==> src/rtl/pipe_stage_reg.sv <==
// Pipeline stage register: valid/ready handshake, stall hold, flush-to-bubble, saturating stall counter.
// Define PIPE_STAGE_SKID_EN to add a 1-entry skid buffer and a registered in_ready.
module pipe_stage_reg #(
    parameter int               WIDTH     = 64,
    parameter logic [WIDTH-1:0] NOP_VALUE = '0,
    parameter int               CNT_W     = 16
) (
    input  logic             clk,
    input  logic             rst,
    input  logic             flush,
    input  logic             in_valid,
    output logic             in_ready,
    input  logic [WIDTH-1:0] in_data,
    output logic             out_valid,
    input  logic             out_ready,
    output logic [WIDTH-1:0] out_data,
    output logic [CNT_W-1:0] stall_cnt
);

    function automatic logic [CNT_W-1:0] sat_inc(input logic [CNT_W-1:0] c);
        return (&c) ? c : c + CNT_W'(1);
    endfunction

    logic [WIDTH-1:0] data_q, data_d;
    logic [CNT_W-1:0] cnt_q, cnt_d;
    logic             accept;

    assign accept    = in_valid & in_ready;
    assign out_data  = data_q;
    assign stall_cnt = cnt_q;

    // Counts against the main register only; flush does not clear it.
    always_comb begin
        cnt_d = cnt_q;
        if (out_valid && !out_ready) cnt_d = sat_inc(cnt_q);
    end

`ifdef PIPE_STAGE_SKID_EN
    typedef enum logic [1:0] {EMPTY, ONE, TWO} state_t;

    state_t           state_q, state_d;
    logic [WIDTH-1:0] skid_q, skid_d;
    logic             rdy_q, rdy_d;

    assign in_ready  = rdy_q;
    assign out_valid = (state_q != EMPTY);

    always_comb begin
        state_d = state_q;
        data_d  = data_q;
        skid_d  = skid_q;
        if (flush) begin
            state_d = EMPTY;
            data_d  = NOP_VALUE;
            skid_d  = NOP_VALUE;
        end else begin
            case (state_q)
                EMPTY: begin
                    if (accept) begin
                        state_d = ONE;
                        data_d  = in_data;
                    end
                end
                ONE: begin
                    if (accept && !out_ready) begin
                        state_d = TWO;
                        skid_d  = in_data;
                    end else if (accept) begin
                        data_d = in_data;
                    end else if (out_ready) begin
                        state_d = EMPTY;
                        data_d  = NOP_VALUE;
                    end
                end
                TWO: begin
                    if (out_ready) begin
                        state_d = ONE;
                        data_d  = skid_q;
                        skid_d  = NOP_VALUE;
                    end
                end
                default: begin
                    state_d = EMPTY;
                    data_d  = NOP_VALUE;
                    skid_d  = NOP_VALUE;
                end
            endcase
        end
        // Registered ready: decided from the next state so no path runs from out_ready.
        rdy_d = (state_d != TWO);
    end

    always_ff @(posedge clk or posedge rst) begin
        if (rst) begin
            state_q <= EMPTY;
            data_q  <= NOP_VALUE;
            skid_q  <= NOP_VALUE;
            rdy_q   <= 1'b1;
            cnt_q   <= '0;
        end else begin
            state_q <= state_d;
            data_q  <= data_d;
            skid_q  <= skid_d;
            rdy_q   <= rdy_d;
            cnt_q   <= cnt_d;
        end
    end
`else
    logic valid_q, valid_d;
    logic drain;

    assign in_ready  = ~valid_q | out_ready;
    assign out_valid = valid_q;
    assign drain     = valid_q & out_ready;

    // Flush wins over accept; accept with drain replaces the payload in place.
    always_comb begin
        valid_d = valid_q;
        data_d  = data_q;
        if (flush) begin
            valid_d = 1'b0;
            data_d  = NOP_VALUE;
        end else if (accept) begin
            valid_d = 1'b1;
            data_d  = in_data;
        end else if (drain) begin
            valid_d = 1'b0;
            data_d  = NOP_VALUE;
        end
    end

    always_ff @(posedge clk or posedge rst) begin
        if (rst) begin
            valid_q <= 1'b0;
            data_q  <= NOP_VALUE;
            cnt_q   <= '0;
        end else begin
            valid_q <= valid_d;
            data_q  <= data_d;
            cnt_q   <= cnt_d;
        end
    end
`endif

endmodule

==> config.mk <==
export PLATFORM = sky130hd
export DESIGN_NAME = pipe_stage_reg
export DESIGN_NICKNAME = d
export VERILOG_FILES = /design/src/rtl/pipe_stage_reg.sv
export SDC_FILE = /design/constraint.sdc
export NUM_CORES = 1
export LEC_CHECK = 0
export ABC_CLOCK_PERIOD_IN_PS = 6500
export BUFFER_PORTS_ARGS = -buffer_cell sky130_fd_sc_hd__buf_2
export CORE_ASPECT_RATIO = 1.75
export CORE_MARGIN = 2
export CORE_UTILIZATION = 30
export CTS_CLUSTER_SIZE = 16
export DETAILED_ROUTE_END_ITERATION = 7
export GPL_ROUTABILITY_DRIVEN = 1
export GPL_TIMING_DRIVEN = 0
export PLACE_DENSITY = 0.53
export SYNTH_ARGS = -nofsm -noshare
export SYNTH_HDL_FRONTEND = slang
export SYNTH_SLANG_ARGS = --single-unit
==> constraint.sdc <==
create_clock -name clk -period 6.5 [get_ports clk]
set_input_delay 0.325 -clock clk [delete_from_list [all_inputs] [get_ports clk]]
set_output_delay 0.325 -clock clk [all_outputs]
set_load 0.01 [all_outputs]
* Yosys cells after proc, flatten, opt, wreduce, memory -nomap -nowiden
Cells that the tools add are included. W data, S select, Z words.
Storage, ports and cells: flip-flop bits (word level) 81, input bits 69, output and inout port bits 82, word-level logic and storage cells 20
Operators by class: add/sub/neg operators 1, muxes and demuxes 6, bitwise gates (word level) 5, reduce and logical (&&, ||, !) cells 5
Operator list (number):
- $mux W64 | 3
- $add A16 B1 Y16 const B | 1
- $reduce_and A16 Y1 | 1
- $mux W1 | 3
- $reduce_bool A3 Y1 | 1
- $and A1 B1 Y1 | 2
- $not A1 Y1 | 2
- $reduce_and A2 Y1 | 1
- $logic_and A1 B1 Y1 | 1
- $logic_not A1 Y1 | 1
- $or A1 B1 Y1 | 1

* Longest topological paths before layout
Gate-level depths: netlist of run 1.
word-level depth 5, gate-level depth with buffers 6, gate-level depth less buffers 5

* Worst setup path after synthesis of run 1
OpenSTA, ideal clock, no wires.
kind reg2reg, start point register valid_q, in the netlist out_valid, end point register cnt_q[13], in the netlist stall_cnt[13], library setup time 0.079 ns, arrival time 1.714 ns, required time 6.421 ns, path slack 4.707 ns, stages on the path, launching flop included 7, path buffers 1, period minus slack after synthesis 1.793 ns, cell sequence dfrtp_1 > nor2b_4 > buf_6 > inv_4 > or4_4 > nor4b_2 > xor2_1
Between the ends: longest elaborated chain between the ends 2
Ends and longest elaborated chain:
- from (decl) | line 109 | logic valid_q, valid_d;
- from (signal assigned) | line 138 | valid_q <= valid_d;
- $logic_and A1 B1 Y1 | line 35 | if (out_valid && !out_ready) cnt_d = sat_inc(cnt_q);
- $reduce_and A2 Y1 (no source line)
- to (signal assigned) | line 140 | cnt_q <= cnt_d;
- to (decl) | line 25 | logic [CNT_W-1:0] cnt_q, cnt_d;
Every way passes these cells. A chain may end at the register's enable or synchronous reset.

* Worst setup path in the final report of run 1
start point register valid_q, in the netlist out_valid, end point register data_q[2], in the netlist out_data[2]
Between the ends: longest elaborated chain between the ends 5, elaborated cells on any way between the ends 7, those cells by class mux: 2; bitwise: 4; reduce/logical: 1
Ends and longest elaborated chain:
- $not A1 Y1 | line 112 | assign in_ready = ~valid_q | out_ready;
- $or A1 B1 Y1 | line 112
- $and A1 B1 Y1 | line 28 | assign accept = in_valid & in_ready;
- $mux W64 | line 123 | end else if (accept) begin
- $mux W64 | line 120 | if (flush) begin
- to (signal assigned) | line 139 | data_q <= data_d;
- to (decl) | line 24 | logic [WIDTH-1:0] data_q, data_d;
Parallel ways exist; a longest one is shown, timed or not.

==> Flow_metrics.wiki, run 1 <==
{| class="wikitable"
! Metric !! Value
|-
| Run status || complete, no violations
|-
| Routed vias || 2,485
|-
| Die X || 80.7 um
|-
| Placeable core area || 10,200 um^2
|-
| Transition at the pin with the smallest max-transition slack || 0.902 ns
|-
| H-tree levels || 3
|-
| Endpoints failing hold || 0
|-
| Number of hold-repair buffers added at the cts stage || 0
|-
| Classification of the worst setup path || register to register
|-
| Routed via count divided by cell count || 4.79
|-
| Diodes inserted || 0
|-
| Post-detailed-route DRC marker count || 0
|-
| Routed WL || 8120 um
|-
| Areal power density over the cells || 293 nW/um^2
|-
| Register cell area after layout || 2030 um^2
|-
| Fraction of layout instances using a drive strength above 1 || 44.9%
|-
| Number of setup violations in the final report || 0
|-
| DRC violation total after the first TritonRoute iteration || 50
|-
| Clock transition at the register clock pins on the worst setup and hold paths after CTS || 0.07 ns
|-
| Clock latency of the later-clocked register in the worst-skew pair || 0.33 ns
|-
| Setup repair after global routing missed its margin || false
|-
| Initial Utilization || 30.3%
|-
| Worst-case vdd ir drop || 0.000186 V
|-
| Number of fillers in the final layout || 1,008
|-
| Fin cells || 519
|-
| Setup_tns || 0 ns
|-
| Flop and latch count out of synthesis || 81
|-
| Internal portion of total power || 0.000939 W
|-
| Largest cells by area after synthesis || dfrtp_1 66%, a22o_1 18%, xor2_1 2.8%
|-
| Endpoint required time on the critical path || 6.76 ns
|-
| Slew margin rel. || 39.6%
|-
| GRT Total Usage || 14.6%
|-
| Synth-to-Final Area Change || 40.4%
|-
| Clock period minus worst slack || 2.10 ns
|-
| Number of instances in the synthesized netlist || 225
|-
| Final RePlAce weighted congestion || 0.728
|-
| Critical path, cell by cell || nor2b_4 > buf_6 > nor2_1 > nor2_1 > clkbuf_1 > a22o_1
|-
| Final HPWL DP || 5970 um
|-
| Clock tree from TritonCTS || yes
|-
| Resized cells post-CTS || 0
|-
| Vias in the first global route || 2,494
|-
| Syn. warnings || 0
|-
| Mean Syn Cell Area || 13.7 um^2
|-
| Worst Clk Skew || 0.00974 ns
|-
| Count of pins on the block boundary || 151
|-
| Portion of total power attributed to combinational logic || 12.8%
|-
| Most numerous cell types in the synthesized netlist || 81 x dfrtp_1, 64 x a22o_1, 12 x clkbuf_1
|-
| Total area of multi-input combinational cells || 990 um^2
|-
| Number of rows in the core area || 49
|-
| EDFF count, synth || 0
|-
| Post-synth top area share || 65.7%
|-
| MaxCap Viol Count || 0
|-
| Class of the tightest hold or removal check || primary input to asynchronous set/reset pin
|-
| Most frequently used flop master after synthesis || dfrtp_1
|-
| Post-synthesis async set-or-reset flop share || 100%
|-
| Die area || 11,100 um^2
|-
| Top cell type by total area after synthesis || dfrtp_1
|-
| Leakage power figure || 2.36 nW
|-
| Share of synthesized area occupied by flip-flops and latches || 65.7%
|-
| Relative contribution of the clock network to total power || 41.5%
|-
| Top-count cell post-synth || dfrtp_1
|-
| Global-route wire length before repair || 12,700 um
|-
| Pin count of the biggest net entering global routing || 43
|-
| Die Span Y || 138 um
|-
| Worst-path cell with the longest stage delay || nor2_1
|-
| CTS Root Cell || clkbuf_16
|-
| Final layout net count || 457
|-
| Distinct cell type count after synthesis || 31
|-
| Post-detailed-route wirelength per cell || 15.7 um
|-
| Sort of element at the start of the critical path || register
|-
| Crit-path max FO || 10
|-
| Number of setup buffers added after CTS || 0
|-
| Arr. time, crit path || 2.36 ns
|-
| TritonCTS buffer count || 9
|-
| Clock tree sinks || 81
|-
| Syn_nets || 295
|-
| Final period util || 32.3%
|-
| Post-placement cell count || 503
|-
| Crit end category || register
|-
| Highest clock frequency the design can meet || 0.476 GHz
|-
| Number of optimization iterations in the first detailed-route pass || 4
|-
| Seq pwr share || 45.8%
|-
| Final count of pins violating max slew || 0
|-
| Net switching power of the design || 0.000329 W
|-
| Remaining antenna violation count || 0
|-
| Global route total overflow || 0
|-
| Cell type with the highest occurrence count on the critical path || nor2_1
|-
| Net switching share of the total power || 26.0%
|-
| Number of antenna violations at the first check in global routing || 0
|-
| Largest stage delay on the critical path || 0.68 ns
|-
| Maximum buffer depth of the clock tree || 2
|-
| Summed instance area of the synthesized netlist || 3090 um^2
|-
| Quantity of I/O buffers inserted on ports || 150
|}
layout make-up:
type,count,share of cell area (%)
tap,127,3.67
multi-input combinational,128,22.8
sequential,81,46.8
clock buffer,11,5.83
clock inverter,5,1.44
timing repair buffer,151,17.8
buffer,14,1.39
inverter,2,0.289
layer usage:
metal / global-route usage, % / share of wire (%)
met2: 25.3 / 53
met3: 3.39 / 5.1
met5: 0 / 0
met4: 5.71 / 2.3
met1: 17.2 / 39
state kept, by name (all words and copies together) (netlist names):
register	count
out_data	64
stall_cnt	16
out_valid	1
final timing paths:
check | start | end | slack (ns) | cells after the start
max in group asynchronous | rst | out_data[40]$_DFFE_PP0P_ | 5.87 | 3
min in group clk | flush | out_valid$_DFFE_PP0P_ | 0.18 | 2
worst min-delay path | rst | out_data[58]$_DFFE_PP0P_ | 0.03 | 2
worst max-delay path | out_valid$_DFFE_PP0P_ | out_data[2]$_DFFE_PP0P_ | 4.40 | 6
worst min register to register | out_data[11]$_DFFE_PP0P_ | out_data[11]$_DFFE_PP0P_ | 0.50 | 1
worst max register to register | out_valid$_DFFE_PP0P_ | out_data[2]$_DFFE_PP0P_ | 4.40 | 6
layout by cell type, fill, tap and decap left out, drive strengths merged, types with 2 or more instances in the layout:
master / count
nor3: 6
inv: 3
a21oi: 3
clkbuf: 23
nand2: 4
nor4: 3
nand3: 7
dfrtp: 81
xor2: 10
nor3b: 2
clkinvlp: 2
nand4: 5
a22o: 64
buf: 153
nor2: 8
mux2: 2
o21ai: 2
power groups by stage:
stage | combinational, W | clock [W] | sequential, W
final | 0.000162 | 0.000526 | 0.000580
after CTS | 0.000166 | 0.000544 | 0.000581
after global placement | 0.000161 | 0 | 0.000589
after detailed placement | 0.000166 | 0 | 0.000589
after global routing | 0.000179 | 0.000571 | 0.000586
after floorplan | 0.0000658 | 0 | 0.000602
through the flow:
| stage | total power [W] | hold slack (ns) | setup slack, ns | cell area (um^2) | util, % |
|---|---|---|---|---|---|
| 6_report | 0.00127 | 0.0255 | 4.40 | 4330 | 42.6 |
| 5_1_grt | 0.00134 | 0.0626 | 4.14 | 4330 | 42.6 |
| 4_1_cts | 0.00129 | 0.0378 | 4.29 | 4330 | 42.6 |
| 3_5_place_dp | 0.000755 | 0.401 | 4.27 | 4020 | 39.5 |
| 3_3_place_gp | 0.000751 | 0.484 | 3.13 | 4000 | 39.3 |
| 2_1_floorplan | 0.000668 | 0.391 | 4.09 | 3090 | - |
logic make-up (layout without fill, tap and decap cells):
| logic type | count (synthesis) | count (layout) | synth area share, % |
|---|---|---|---|
| muxes | 3 | 3 | 1.05 |
| DFF | 81 | 81 | 65.7 |
| buffers and inverters | 16 | 183 | 2.27 |
| and+or+nand+nor | 43 | 43 | 8.31 |
| xor gates and xnor gates | 11 | 11 | 3.12 |
| AOI/OAI and AO/OA | 70 | 70 | 19.2 |
| adders and majority gates | 1 | 1 | 0.405 |
critical path: cells and delay by family (launching register included):
| family | cells | cell delay [ns] |
|---|---|---|
| AOI/OAI and AO/OA | 1 | 0.22 |
| buffers and inverters | 2 | 0.57 |
| DFF | 1 | 0.36 |
| and+or+nand+nor | 3 | 0.88 |
(Power assumes the default switching activity.)
==> run 2, diff against run 1 <==
- ABC_AREA: unset -> 1
- ABC_CLOCK_PERIOD_IN_PS: 6500 -> 2100
- PLACE_DENSITY: 0.53 -> 0.51
- clock period: 6.5 -> 2.1 ns (I/O delays scaled with it)
==> run 2 against run 1 <==
Compared with the run above:
- non-clock buffer count increased by 23
- clock skew fell by 0.0022 ns
- register-to-register slack got worse by 4.0 ns
- highest routed layer unchanged
- critical path type unchanged
- critical endpoint is now stall_cnt[7]$_DFFE_PP0P_
- die area grew 20%
==> Flow_metrics.wiki, run 2 <==
{| class="wikitable"
! Metric !! Value
|-
| Run status || complete, no violations
|-
| Area fraction in and, or, nand and nor cells after synthesis || 22.7% (+14 points)
|-
| Die Span Y || 151 um (+9.5%)
|-
| Fin cells || 780 (+50%)
|-
| Post-Place Worst Slack || 0.340 ns (-3.93 ns)
|-
| Summed instance area of the synthesized netlist || 3720 um^2 (+21%)
|-
| Diodes inserted || 0 (unchanged)
|-
| Number of instances in the synthesized netlist || 432 (+92%)
|-
| Distinct cell type count after synthesis || 24 (-23%)
|-
| Slew margin rel. || 67.0% (+27 points)
|-
| Final count of pins violating max slew || 0 (unchanged)
|-
| Worst Clk Skew || 0.00750 ns (-0.00224 ns)
|-
| DRC violation total after the first TritonRoute iteration || 88 (+76%)
|-
| Remaining antenna violation count || 0 (unchanged)
|-
| TritonCTS buffer count || 9 (unchanged)
|-
| Top cell type by total area after synthesis || dfrtp_1
|-
| Number of rows in the core area || 53 (+8.2%)
|-
| Most common cell after layout, fill and taps aside || buf_2
|-
| Transition at the pin with the smallest max-transition slack || 0.495 ns (-0.408 ns)
|-
| Initial Utilization || 30.9% (+0.52 points)
|-
| Utilization after layout || 43.1% (+0.53 points)
|-
| Flop and latch count out of synthesis || 81 (unchanged)
|-
| Setup repair after global routing missed its margin || false
|-
| Vias in the first global route || 3,488 (+40%)
|-
| Endpoints failing hold || 0 (unchanged)
|-
| H-tree levels || 3 (unchanged)
|-
| Reg-to-Reg Start || stall_cnt[0]$_DFFE_PP0P_
|-
| Class of the tightest hold or removal check || primary input to register
|-
| Number of flip-flops under the largest register name || 64 (unchanged)
|-
| Arithmetic-cell share of the synthesized area counting full adders, half adders and majority gates || 0.336% (-0.069 points)
|-
| Clock tree sinks || 81 (unchanged)
|-
| Highest clock frequency the design can meet || 0.574 GHz (+21%)
|-
| Die X || 88.2 um (+9.3%)
|-
| Highest Signal Layer || met4
|-
| Largest cells by area after synthesis || dfrtp_1 54%, nand3_1 9.7%, inv_1 8.1%
|-
| Final period util || 82.9% (+51 points)
|-
| Final RePlAce weighted congestion || 0.802 (+10%)
|-
| Met3 wire length || 485 um (+17%)
|-
| Count of pins on the block boundary || 151 (unchanged)
|-
| Global route total overflow || 0 (unchanged)
|-
| Arr. time, crit path || 1.97 ns (-0.39 ns)
|-
| Die area || 13,400 um^2 (+20%)
|-
| Crit end category || register
|-
| Routed WL || 10,800 um (+33%)
|-
| Main combinational cell family by area after synthesis || simple AND/OR/NAND/NOR gates
|-
| Most numerous cell types in the synthesized netlist || 81 x dfrtp_1, 80 x inv_1, 72 x nand3_1
|-
| MaxCap Viol Count || 0 (unchanged)
|-
| Leakage power figure || 2.91 nW (+23%)
|-
| Post-placement cell count || 749 (+49%)
|-
| Critical path origin || stall_cnt[0]$_DFFE_PP0P_
|-
| Setup ws final || 0.359 ns (-4.04 ns)
|-
| Total area of multi-input combinational cells || 1290 um^2 (+30%)
|-
| Worst-case vdd ir drop || 0.000350 V (+88%)
|-
| Quantity of I/O buffers inserted on ports || 150 (unchanged)
|-
| Global-route wire length before repair || 16,900 um (+34%)
|-
| Most frequently used flop master after synthesis || dfrtp_1
|-
| Classification of the worst setup path || register to register
|-
| Fraction of synthesized cell area in xor and xnor cells || 0.941% (-2.2 points)
|-
| Routed via count divided by cell count || 4.53 (-5.3%)
|-
| Post-synthesis async set-or-reset flop share || 100% (unchanged)
|-
| Routed vias || 3,537 (+42%)
|-
| Setup_tns || 0 ns (unchanged)
|-
| Post-synth top area share || 54.4% (-11 points)
|-
| Number of antenna violations at the first check in global routing || 0 (unchanged)
|-
| Syn_nets || 502 (+70%)
|-
| Pin count of the biggest net entering global routing || 40 (-7.0%)
|-
| Leading cell types in the layout, fill and taps excluded || 163 x buf_2, 81 x dfrtp_1, 79 x inv_1, 72 x nand3_1, 65 x nand2_1
|-
| Final HPWL DP || 8070 um (+35%)
|-
| Multiplexer share of the synthesized area || 0% (-1.1 points)
|-
| CTS Root Cell || clkbuf_16
|-
| Placeable core area || 12,100 um^2 (+19%)
|-
| Maximum buffer depth of the clock tree || 2 (unchanged)
|-
| Post-detailed-route wirelength per cell || 13.8 um (-12%)
|-
| Clock transition at the register clock pins on the worst setup and hold paths after CTS || 0.07 ns (about the same)
|-
| Post-layout power || 0.00432 W (+240%)
|-
| Final layout net count || 680 (+49%)
|-
| Number of setup violations in the final report || 0 (unchanged)
|-
| Clock latency of the later-clocked register in the worst-skew pair || 0.34 ns (about the same)
|-
| Crit-path max FO || 10 (unchanged)
|-
| Sort of element at the start of the critical path || register
|-
| Synth-to-Final Area Change || 39.8%
|-
| Fraction of layout instances using a drive strength above 1 || 33.2% (-12 points)
|-
| Register cell area after layout || 2030 um^2 (unchanged)
|-
| Post-detailed-route DRC marker count || 0 (unchanged)
|-
| Areal power density over the cells || 831 nW/um^2 (+180%)
|-
| GRT Total Usage || 16.5% (+1.9 points)
|-
| Worst Min Path Start || in_data[34]
|-
| EDFF count, synth || 0 (unchanged)
|-
| Mean Syn Cell Area || 8.62 um^2 (-37%)
|-
| Met1 wire length || 4120 um (+29%)
|-
| Compound-Gate Fraction of Synth Area || 10.7% (-8.5 points)
|-
| Clock period minus worst slack || 1.74 ns (-0.360 ns)
|-
| Endpoint required time on the critical path || 2.33 ns (-4.43 ns)
|-
| Number of optimization iterations in the first detailed-route pass || 4 (unchanged)
|-
| Number of fillers in the final layout || 1,284 (+27%)
|-
| Share of synthesized area occupied by flip-flops and latches || 54.4% (-11 points)
|-
| Met2 Routed Length || 5950 um (+37%)
|-
| Top-count cell post-synth || dfrtp_1
|-
| Clock tree from TritonCTS || yes
|-
| Syn. warnings || 0 (unchanged)
|-
| Resized cells post-CTS || 0 (unchanged)
|}
-- run 2: cell types whose count changed in the layout (fill, tap and decap cells not counted), sizes merged, moves of 3 or more --
cell | previous run | this run
a21oi | 3 | 0
buf | 153 | 168
dlygate4sd3 | 0 | 15
nand2 | 4 | 70
nor3 | 6 | 0
nor4 | 3 | 0
inv | 3 | 81
o21ai | 2 | 75
nor2 | 8 | 19
xor2 | 10 | 1
a22o | 64 | 0
clkbuf | 23 | 15
nand3 | 7 | 72
-- run 2: cell families after synthesis --
| kind of cell | count (synthesis) |
|---|---|
| simple gates | 169 |
| buf+inv | 102 |
| flops | 81 |
| compound gates | 75 |
| xor+xnor | 4 |
| fa+ha+maj | 1 |
-- run 2: through the flow --
stage / instance area, um^2 / hold WS, ns
final: 5200 / 0.0100
after floorplan: 3730 / 0.214
after global placement: 4680 / 0.318
after CTS: 5200 / 0.00177
after detailed placement: 4720 / 0.0356
after global routing: 5200 / 0.00642
-- run 2: timing repair --
| item | CTS | global route |
|---|---|---|
| hold buffers | 15 | 0 |
| setup buffers | 0 | 0 |
| endpoints found under the hold margin | 58 | 0 |
-- run 2: layout make-up --
type                    count  area share (%)
plain buffers              21            1.97
repair buffers            167            18.1
flip-flops and latches     81            39.0
clock inverters             6            1.73
inverters                  81            5.91
well taps                 165            3.97
clock buffers              10            4.59
multi-input cells         249            24.8
-- run 2: layer usage --
| layer | up-vias | GRT usage, % |
|---|---|---|
| li1 | 1728 | - |
| met3 | 16 | 3.65 |
| met4 | 0 | 6.36 |
| met2 | 100 | 30.3 |
| met1 | 1693 | 17.9 |
| met5 | - | 0 |
-- run 2: final timing paths --
check | to | slack, ns | cells past startpoint
max | stall_cnt[7]$_DFFE_PP0P_ | 0.36 | 9
min | out_data[34]$_DFFE_PP0P_ | 0.01 | 3
max reg2reg | stall_cnt[7]$_DFFE_PP0P_ | 0.36 | 9
min reg2reg | out_data[7]$_DFFE_PP0P_ | 0.51 | 2
max in group asynchronous | stall_cnt[11]$_DFFE_PP0P_ | 1.13 | 5
min in group asynchronous | out_data[12]$_DFFE_PP0P_ | 0.24 | 3
-- run 2: critical path: stages (launching register included) --
cell and delay (ns):
dfrtp_1 0.47, ha_1 0.37, inv_2 0.12, nor2_8 0.15
nand2_4 0.06, nor2_4 0.12, nor2_4 0.07, buf_6 0.15
nand2_1 0.06, nand2_1 0.05
-- run 2: power breakdown --
part           internal (W)  total [W]  leakage (nW)  switching (W)
registers           0.00169    0.00184          1.07       0.000145
logic              0.000297   0.000733          1.68       0.000435
clock network       0.00108    0.00175         0.159       0.000671
total               0.00307    0.00432          2.91        0.00125
